### src/rtl/vga_pattern_gen.sv
// Test-pattern source for the vga timing stage: colour bars, checkerboard, ramps, bouncing box.
// data_o is combinational from registered raster state; the position advances on each ready_i strobe and holds otherwise.
module vga_pattern_gen #(
  parameter int pixel_bits_p = 8,
  parameter int width_p      = 640,
  parameter int height_p     = 480,
  parameter int box_p        = 32
) (
  input  logic                         clk_i,
  input  logic                         reset_i,
  input  logic                         ready_i,
  input  logic                         vsync_i,
  input  logic [1:0]                   mode_i,
  output logic [2:0][pixel_bits_p-1:0] data_o,
  output logic                         frame_o
);

  localparam int xw_lp = $clog2(width_p);
  localparam int yw_lp = $clog2(height_p);

  logic [xw_lp-1:0]        x_r, box_x_r, box_x_n;
  logic [yw_lp-1:0]        y_r, box_y_r, box_y_n;
  logic [1:0]              mode_r;
  logic [pixel_bits_p-1:0] frame_cnt_r;
  logic                    dx_r, dy_r;
  logic                    x_last, y_last, last_pix;

  assign x_last   = (x_r == xw_lp'(width_p - 1));
  assign y_last   = (y_r == yw_lp'(height_p - 1));
  assign last_pix = ready_i & x_last & y_last;

  assign box_x_n = dx_r ? box_x_r - xw_lp'(1) : box_x_r + xw_lp'(1);
  assign box_y_n = dy_r ? box_y_r - yw_lp'(1) : box_y_r + yw_lp'(1);

  always_ff @(posedge clk_i) begin
    if (reset_i) begin
      x_r         <= '0;
      y_r         <= '0;
      mode_r      <= '0;
      frame_cnt_r <= '0;
      box_x_r     <= '0;
      box_y_r     <= '0;
      dx_r        <= 1'b0;
      dy_r        <= 1'b0;
      frame_o     <= 1'b0;
    end else begin
      frame_o <= last_pix;
      // vsync only realigns the raster; a coincident last pixel still closes the frame below
      if (vsync_i) begin
        x_r <= '0;
        y_r <= '0;
      end else if (ready_i) begin
        if (x_last) begin
          x_r <= '0;
          y_r <= y_last ? '0 : y_r + yw_lp'(1);
        end else begin
          x_r <= x_r + xw_lp'(1);
        end
      end
      if (last_pix) begin
        mode_r      <= mode_i;
        frame_cnt_r <= frame_cnt_r + pixel_bits_p'(1);
        box_x_r     <= box_x_n;
        box_y_r     <= box_y_n;
        if (box_x_n == '0 || box_x_n == xw_lp'(width_p - box_p)) dx_r <= ~dx_r;
        if (box_y_n == '0 || box_y_n == yw_lp'(height_p - box_p)) dy_r <= ~dy_r;
      end
    end
  end

  logic [2:0] bar;
  logic       check_white, in_box;

  always_comb begin
    bar = 3'd0;
    // bar k starts at ceil(k*width/8), i.e. floor(x*8/width) without a divider
    for (int k = 1; k < 8; k++) begin
      if (int'(x_r) >= (k * width_p + 7) / 8) bar = 3'(k);
    end
    check_white = (((int'(x_r) >> 5) ^ (int'(y_r) >> 5)) & 1) == 0;
    in_box = (int'(x_r) >= int'(box_x_r)) && (int'(x_r) < int'(box_x_r) + box_p) &&
             (int'(y_r) >= int'(box_y_r)) && (int'(y_r) < int'(box_y_r) + box_p);

    data_o = '0;
    case (mode_r)
      2'd0: begin
        // bar order white..black maps to r=~bar[1], g=~bar[2], b=~bar[0]
        data_o[2] = {pixel_bits_p{~bar[1]}};
        data_o[1] = {pixel_bits_p{~bar[2]}};
        data_o[0] = {pixel_bits_p{~bar[0]}};
      end
      2'd1: begin
        data_o[2] = {pixel_bits_p{check_white}};
        data_o[1] = {pixel_bits_p{check_white}};
        data_o[0] = {pixel_bits_p{check_white}};
      end
      2'd2: begin
        data_o[2] = pixel_bits_p'(x_r);
        data_o[1] = pixel_bits_p'(y_r);
        data_o[0] = frame_cnt_r;
      end
      default: begin
        data_o[2] = {pixel_bits_p{in_box}};
        data_o[1] = {pixel_bits_p{in_box}};
        data_o[0] = '1;
      end
    endcase
  end

endmodule

### config.mk
export PLATFORM = sky130hd
export DESIGN_NAME = vga_pattern_gen
export DESIGN_NICKNAME = d
export VERILOG_FILES = /design/src/rtl/vga_pattern_gen.sv
export SDC_FILE = /design/constraint.sdc
export NUM_CORES = 1
export LEC_CHECK = 0
export CORE_ASPECT_RATIO = 0.6
export CORE_MARGIN = 2
export CORE_UTILIZATION = 45
export DETAILED_ROUTE_END_ITERATION = 7
export HOLD_SLACK_MARGIN = 0.15
export PLACE_DENSITY = 0.62
export SLEW_MARGIN = 20
export SYNTH_ARGS = -nofsm -noshare
export SYNTH_HDL_FRONTEND = slang
export SYNTH_SLANG_ARGS = --single-unit
### constraint.sdc
create_clock -name clk_i -period 7.5 [get_ports clk_i]
set_input_delay 1.5 -clock clk_i [delete_from_list [all_inputs] [get_ports clk_i]]
set_output_delay 1.5 -clock clk_i [all_outputs]
set_load 0.005 [all_outputs]
Word-level counts from Yosys, hierarchy flattened
Cells that the tools add are included.
{"block": "totals", "regBits": 51, "inputBits": 6, "out_inout_bits": 25}
{"block": "classes", "n_addsub": 9, "n_lt_le_gt_ge": 11, "eq_ne": 6, "n_mux": 12, "n_bitwise": 8, "n_reduce_logical": 13}
{"op": "24-bit case mux with 3 select lines", "n": 1}
{"op": "32-bit zero test", "n": 1}
{"op": "10-bit by 9-bit >= comparator with 1-bit output, second input constant", "n": 3}
{"op": "10-bit by 1-bit adder with 10-bit output, second input constant", "n": 2}
{"op": "10-bit equality test, second input constant", "n": 2}
{"op": "10-bit by 8-bit >= comparator with 1-bit output, second input constant", "n": 2}
{"op": "10-bit two-way mux", "n": 2}
{"op": "9-bit by 1-bit adder with 9-bit output, second input constant", "n": 2}
{"op": "9-bit equality test, second input constant", "n": 2}
{"op": "3-bit two-way mux", "n": 6}
{"op": "9-bit two-way mux", "n": 2}
{"op": "10-bit by 6-bit adder with 11-bit output, second input constant", "n": 1}
{"op": "10-bit by 11-bit < comparator with 1-bit output", "n": 1}
{"op": "9-bit by 6-bit adder with 10-bit output, second input constant", "n": 1}
{"op": "10-bit >= comparator", "n": 1}
{"op": "10-bit >= comparator, second input constant", "n": 1}
{"op": "10-bit by 7-bit >= comparator with 1-bit output, second input constant", "n": 1}
{"op": "10-bit zero test", "n": 1}
{"op": "9-bit by 10-bit < comparator with 1-bit output", "n": 1}
{"op": "10-bit by 1-bit subtractor with 10-bit output, second input constant", "n": 1}
{"op": "9-bit >= comparator", "n": 1}
{"op": "9-bit zero test", "n": 1}
{"op": "9-bit by 1-bit subtractor with 9-bit output, second input constant", "n": 1}
{"op": "8-bit by 1-bit adder with 8-bit output, second input constant", "n": 1}
{"op": "other kinds (11)", "n": 21}

Logic depth before layout (Yosys ltp)
{"block": "logic_depth", "word_depth": 10, "depth_mapped": 11}

Worst setup path after synthesis
Ideal clock, no wire load.
{"block": "synth_timing", "path_kind": "flip-flop to output port", "from": "register box_y_r[1]", "to": "output data_o[10] (netlist name)", "arrival_time_ns": 2.182, "setup_slack_ns": 3.818, "path_stages_with_launch": 11, "path_buffers": 1, "cell_sequence": "dfxtp_1 -> inv_1 -> ha_1 -> nor2b_1 -> o21a_1 -> o211ai_1 -> a21boi_0 -> o311a_1 -> o2111ai_2 -> buf_2 -> nand3_1"}
{"element": "start: declaration", "line_no": "22", "rtl": "logic [yw_lp-1:0] y_r, box_y_r, box_y_n;"}
{"element": "start signal: assignment", "line_no": "64", "rtl": "box_y_r <= box_y_n;"}
{"element": "end: declaration", "line_no": "14", "rtl": "output logic [2:0][pixel_bits_p-1:0] data_o,"}

==> results.py <==
metrics = {
    "detailed_routing": {
        "post_drt_via_cell_ratio": 5.52,
        "num_vias": 3637,
        "wl_um": 9610,
        "drc": 0,
        "drt_pass1_iterations": 5,
        "wl_per_cell_um": 14.6,
        "drtIter0Drc": 276,
        "postRouteAntennaNets": 0,
    },
    "logic_synthesis": {
        "synthArstFlopShare": 0,
        "netlist_area_um2": 4150,
        "synthCells": 526,
        "ys_seq_area_frac": 0.246,
        "ys_ff_latch": 51,
        "syn-num-nets": 585,
        "synth.area.top_cells": "dfxtp_1 (25%), ha_1 (15%), xnor2_1 (5.7%)",
        "synth_area_leader_cell": "dfxtp_1",
        "yosysMostFrequentCell": "nand2_1",
        "ys_warn_count": 0,
        "synth_cell_type_count": 60,
        "yosys-top-cells-count": "nand2_1 (55), dfxtp_1 (51), ha_1 (51), nor2_1 (51), inv_1 (37)",
        "synth_top_area_share": 0.246,
        "synthFlopType": "dfxtp_1",
        "avgSynthCellArea_um2": 7.89,
        "synth_edf_count": 0,
    },
    "clock_network": {
        "cts_sinks": 51,
        "cts_buffers": 5,
        "clockBufferDepth": 2,
        "htreeDepth": 2,
        "ctsRootBufferMaster": "clkbuf_16",
        "clkTransAtPathRegs_ps": 70,
        "cts_tree": "built",
        "post-cts-setup-buffer-count": 0,
        "cts.repair.resized": 0,
        "holdBufCountCts": 0,
        "clock_latency_ps": 300,
    },
    "grt": {
        "track_usage": 0.203,
        "grt-ovfl-total": 0,
        "grtUsageMet3": 0.0368,
        "grt_pass1_vias": 3412,
        "met1_usage": 0.320,
        "use_met2": 0.286,
        "grt_max_degree": 36,
        "antenna_found_initial": 0,
        "grt_pass1_wl_um": 16500,
        "gr-max-usage-layer": "met1",
    },
    "hold_path": {
        "hold_path_depth": 2,
        "hold_start": "box_y_r[3]",
        "hold_class": "reg -> reg",
        "worstHoldEndpoint": "box_y_r[3]",
    },
    "placed_design": {
        "dp_slack_ps": 2880,
        "gp_congestion": 0.838,
        "dpl.hpwl_um": 7380,
        "postPlaceCellArea_um2": 4500,
        "portBuffers": 30,
    },
    "finish": {
        "postLayoutCellArea_um2": 4640,
        "antennaDiodeCount": 0,
        "nets": 601,
        "synthToLayoutAreaGrowth_pct": 11.8,
        "layout-drive-gt1-share": 0.0350,
    },
    "sta": {
        "drv_slew": 0,
        "fin_worst_skew_ps": 10.5,
        "setup_tns_ps": 0,
        "period_minus_slack_ps": 4910,
        "slew_headroom": 0.347,
        "grt_setup_unrepaired": "false",
        "worst_pin_slew_ps": 977,
        "finalCritPeriodShare": 0.655,
        "setup_viol": 0,
        "fmax_mhz": 203,
        "hold_violations": 0,
        "setup_slack_ps": 2590,
    },
    "power_and_ir_drop": {
        "ir_drop_v": 0.000107,
        "total_power_mw": 0.515,
        "power_density_nw_per_um2": 111,
        "leakagePower_nw": 1.83,
    },
    "floorplan": {
        "rows": 27,
        "die_h_um": 78.4,
        "ios": 31,
        "core_um2": 9050,
        "die_w_um": 128,
        "start_util": 0.459,
        "die-area_um2": 10000,
    },
    "setup_path": {
        "r2r-start": "x_r[1]",
        "required_ps": 6000,
        "crit_path_max_fanout": 16,
        "timing.rr.end": "dx_r",
        "crit_type": "reg -> out",
        "rrSetupSlack_ps": 4330,
        "reg2regPathDepth": 8,
        "worstSetupEndpointType": "output pin",
        "start_kind": "register",
        "worstPathArrival_ps": 3410,
    },
    "run": {
        "cap_violations": 0,
    },
    "status": {
        "status": "completed",
    },
}
-- placed cells by master, fill, tap and decap left out, types with 17 or more instances in the layout --
master           synthesis  routed
dfxtp_1                 51      51
nand3_1                 33      33
xor2_1                  17      17
ha_1                    51      51
inv_1                   37      37
nand2_1                 55      55
a21oi_1                 36      36
nor2_1                  51      51
clkdlybuf4s50_1          0      30
xnor2_1                 27      27
-- layout make-up --
cell class                      count  area (um2)
Clock buffer                        6         129
Inverter                           37         139
Multi-Input combinational cell    416        2890
Sequential cell                    51        1020
Timing Repair Buffer               31         308
Clock inverter                      2        16.3
Fill cell                         868        4410
Tap cell                          116         145
-- kinds of logic after synthesis --
| logic type | count (synthesis) | synth area share |
|---|---|---|
| adder cells (fa/ha/maj) | 54 | 0.166 |
| buffers and inverters | 59 | 0.0591 |
| AND/OR/NAND/NOR | 204 | 0.249 |
| XOR/XNOR | 44 | 0.0928 |
| multiplexers | 3 | 0.00723 |
| flip-flops | 51 | 0.246 |
| AO/OA/AOI/OAI | 111 | 0.180 |
-- registers in the layout, indices dropped and copies added (netlist names) --
register / flops
frame_o: 1
frame_cnt_r: 8
x_r: 10
mode_r: 2
y_r: 9
dy_r: 1
box_y_r: 9
box_x_r: 10
dx_r: 1
-- how the worst max path moves through the flow --
stage,startpoint,endpoint,slack (ps),cells past startpoint
finish,box_x_r[5],data_o[12],2590,11
global route,box_x_r[6],data_o[13],2320,11
CTS,box_x_r[5],data_o[10],2550,11
detailed placement,box_x_r[5],data_o[10],2880,11
global placement,box_x_r[6],data_o[9],2970,11
floorplan,box_y_r[1],data_o[10],3820,10
-- where the power goes --
part / switching, mW / total [mW] / internal, mW
sequential: 0.000721 / 0.272 / 0.271
clock: 0.106 / 0.232 / 0.125
combinational: 0.00667 / 0.0114 / 0.00471
total: 0.114 / 0.515 / 0.401
-- metal layers --
| layer | vias to the layer above | share of wire |
|---|---|---|
| li1 | 1890 | - |
| met5 | - | 0 |
| met1 | 1662 | 0.58 |
| met3 | 8 | 0.047 |
| met2 | 77 | 0.37 |
| met4 | 0 | 0.0075 |
-- per-stage QoR --
stage | cells | hold WS [ps] | util
floorplan | 526 | 449 | -
global placement | 651 | 461 | 0.497
detailed placement | 651 | 475 | 0.497
CTS | 659 | 485 | 0.513
global route | 659 | 505 | 0.513
finish | 659 | 479 | 0.513
-- worst max-delay path, stage by stage, from the launching register on --
cell and delay (ps):
dfxtp_1 460, ha_1 230, xnor2_1 140, ha_1 270, a21o_1 160, a21o_1 160
a21oi_1 140, o21ai_0 100, o22ai_1 260, o2111ai_2 450, nand3_1 240, clkdlybuf4s50_1 520
Note: power is estimated with default switching activity, not from simulation.
==> RTL edit, RTL diff (config.mk and constraints unchanged) <==
Make the reset (`reset_i`) asynchronous in one clocked block.
--- a/src/rtl/vga_pattern_gen.sv
+++ b/src/rtl/vga_pattern_gen.sv
@@ -33,5 +33,5 @@
   assign box_y_n = dy_r ? box_y_r - yw_lp'(1) : box_y_r + yw_lp'(1);
 
-  always_ff @(posedge clk_i) begin
+  always_ff @(posedge clk_i or posedge reset_i) begin
     if (reset_i) begin
       x_r         <= '0;
Behaviour: same outputs for any inputs over 10 cycles, from zero or initial values and one cycle with reset_i high; that may be too few to reach the edited logic, so the function may still have changed.
==> RTL edit against the unedited design <==
Power rose by 3.0%. Clock skew decreased by 1.9 ps. Area after synthesis up 2.0%. Critical path depth fell by 2. Maximum frequency is 2.2% lower. Wire length rose by 3.0%. Worst setup slack got worse by 110 ps. Sequential cell count stayed put. Synthesized cell count fell by 8.0%. Final area up 2.7%. Largest power group unchanged.
==> RTL edit: results (changes against the unedited design) <==
| Metric | Value |
|---|---|
| Final #Nets | 564 (was 601) |
| Via count | 3,629 (was 3,637) |
| Hold Path Depth | 1 (was 2) |
| Top cells by count, synth | dfrtp_1 (51), ha_1 (51), nand2_1 (39), nor2_1 (35), a21oi_1 (34) (was nand2_1 (55), dfxtp_1 (51), ha_1 (51), nor2_1 (51), inv_1 (37)) |
| GP Congestion | 0.805 (was 0.838) |
| Max Root-Sink Buffers | 2 (unchanged) |
| Register area share after synthesis | 0.302 (was 0.246) |
| Post-route clock skew | 8.65 ps (was 10.5 ps) |
| HP Start | frame_cnt_r[7] (was box_y_r[3]) |
| Critical R2R Capture | dx_r (unchanged) |
| Worst R2R Path Depth | 10 (was 8) |
| Iter 0 DRT Violations | 176 (was 276) |
| DP Area | 4620 sq um (was 4500 sq um) |
| Later-pin clock latency in the skew report | 300 ps (about the same) |
| Outcome | completed (unchanged) |
| Worst setup path end | data_o[13] (was data_o[12]) |
| Dpl ws | 2870 ps (was 2880 ps) |
| Post-Route Hold Slack | 483 ps (was 479 ps) |
| Setup WS post-layout | 2470 ps (was 2590 ps) |
| Ys async rst share | 1.00 (was 0) |
| Drt first pass iters | 4 (was 5) |
| Wire per inst | 15.6 microns (was 14.6 microns) |
| Design Area, Final | 4770 sq um (was 4640 sq um) |
| Post-Syn Nets | 543 (was 585) |
| Lkg Pwr | 2.28 nW (was 1.83 nW) |
| First-pass GRT wire length | 17,000 microns (was 16,500 microns) |
| Largest cells by area after synthesis | dfrtp_1 (30%), ha_1 (15%), xor2_1 (5.0%) (was dfxtp_1 (25%), ha_1 (15%), xnor2_1 (5.7%)) |
| Layout cells sized above 1 | 0.0415 (was 0.0350) |
| Worst hold path endpoint | frame_cnt_r[7] (was box_y_r[3]) |
| Dpl hpwl | 7450 microns (was 7380 microns) |
| # fillers | 859 (was 868) |
| Avg Cell Area, Syn | 8.75 sq um (was 7.89 sq um) |
| Synth unique cells | 63 (was 60) |
| Largest net degree at the start of global routing | 52 (was 36) |
| Worst VDD drop | 85.5 uV (was 107 uV) |
==> RTL edit: changes by cell type after synthesis, moves of 8 or more <==
cell      delta
clkbuf_1     -8
dfrtp_1     +51
dfxtp_1     -51
inv_1       -10
nand2_1     -16
nand3_1     -17
nor2_1      -16
o21ai_0     +18
==> RTL edit: power breakdown <==
part | internal (mW) | switching, mW | leakage (nW)
Combinational | 0.00607 | 0.0114 | 1.54
Sequential | 0.276 | 0.00224 | 0.664
Clock | 0.124 | 0.111 | 0.0740
Total | 0.406 | 0.124 | 2.28
==> RTL edit: cell families (layout without fill, tap and decap cells) <==
logic type	count (synthesis)	after routing	synth area share
buffers and inverters	46	68	0.0446
DFF	51	51	0.302
AOI/OAI and AO/OA	135	135	0.206
and+or+nand+nor	150	150	0.185
muxes	2	2	0.00473
adders and majority gates	54	54	0.163
xor gates and xnor gates	46	46	0.0952
==> RTL edit: worst max-delay path, stage by stage (launching register included) <==
cell,delay (ps)
dfrtp_1,470
ha_1,260
xnor2_1,130
ha_1,290
a2111oi_0,630
a32o_1,230
nor2_1,50
a22o_1,370
o22ai_1,260
clkdlybuf4s50_1,540
==> RTL edit: per-layer routing <==
metal / vias to the layer above / GRT usage / part of all wire
li1: 1790 / - / -
met1: 1767 / 0.313 / 0.52
met2: 61 / 0.312 / 0.43
met3: 11 / 0.0344 / 0.039
met4: 0 / 0.0511 / 0.013
met5: - / 0 / 0
==> RTL edit: area by class of cell <==
class	instances	area, sq um	area share
multi-input combinational	387	2770	0.581
sequential	51	1280	0.268
timing repair buffer	31	308	0.0646
tap	130	163	0.0341
clock buffer	5	125	0.0262
inverter	29	109	0.0228
clock inverter	3	18.8	0.00394
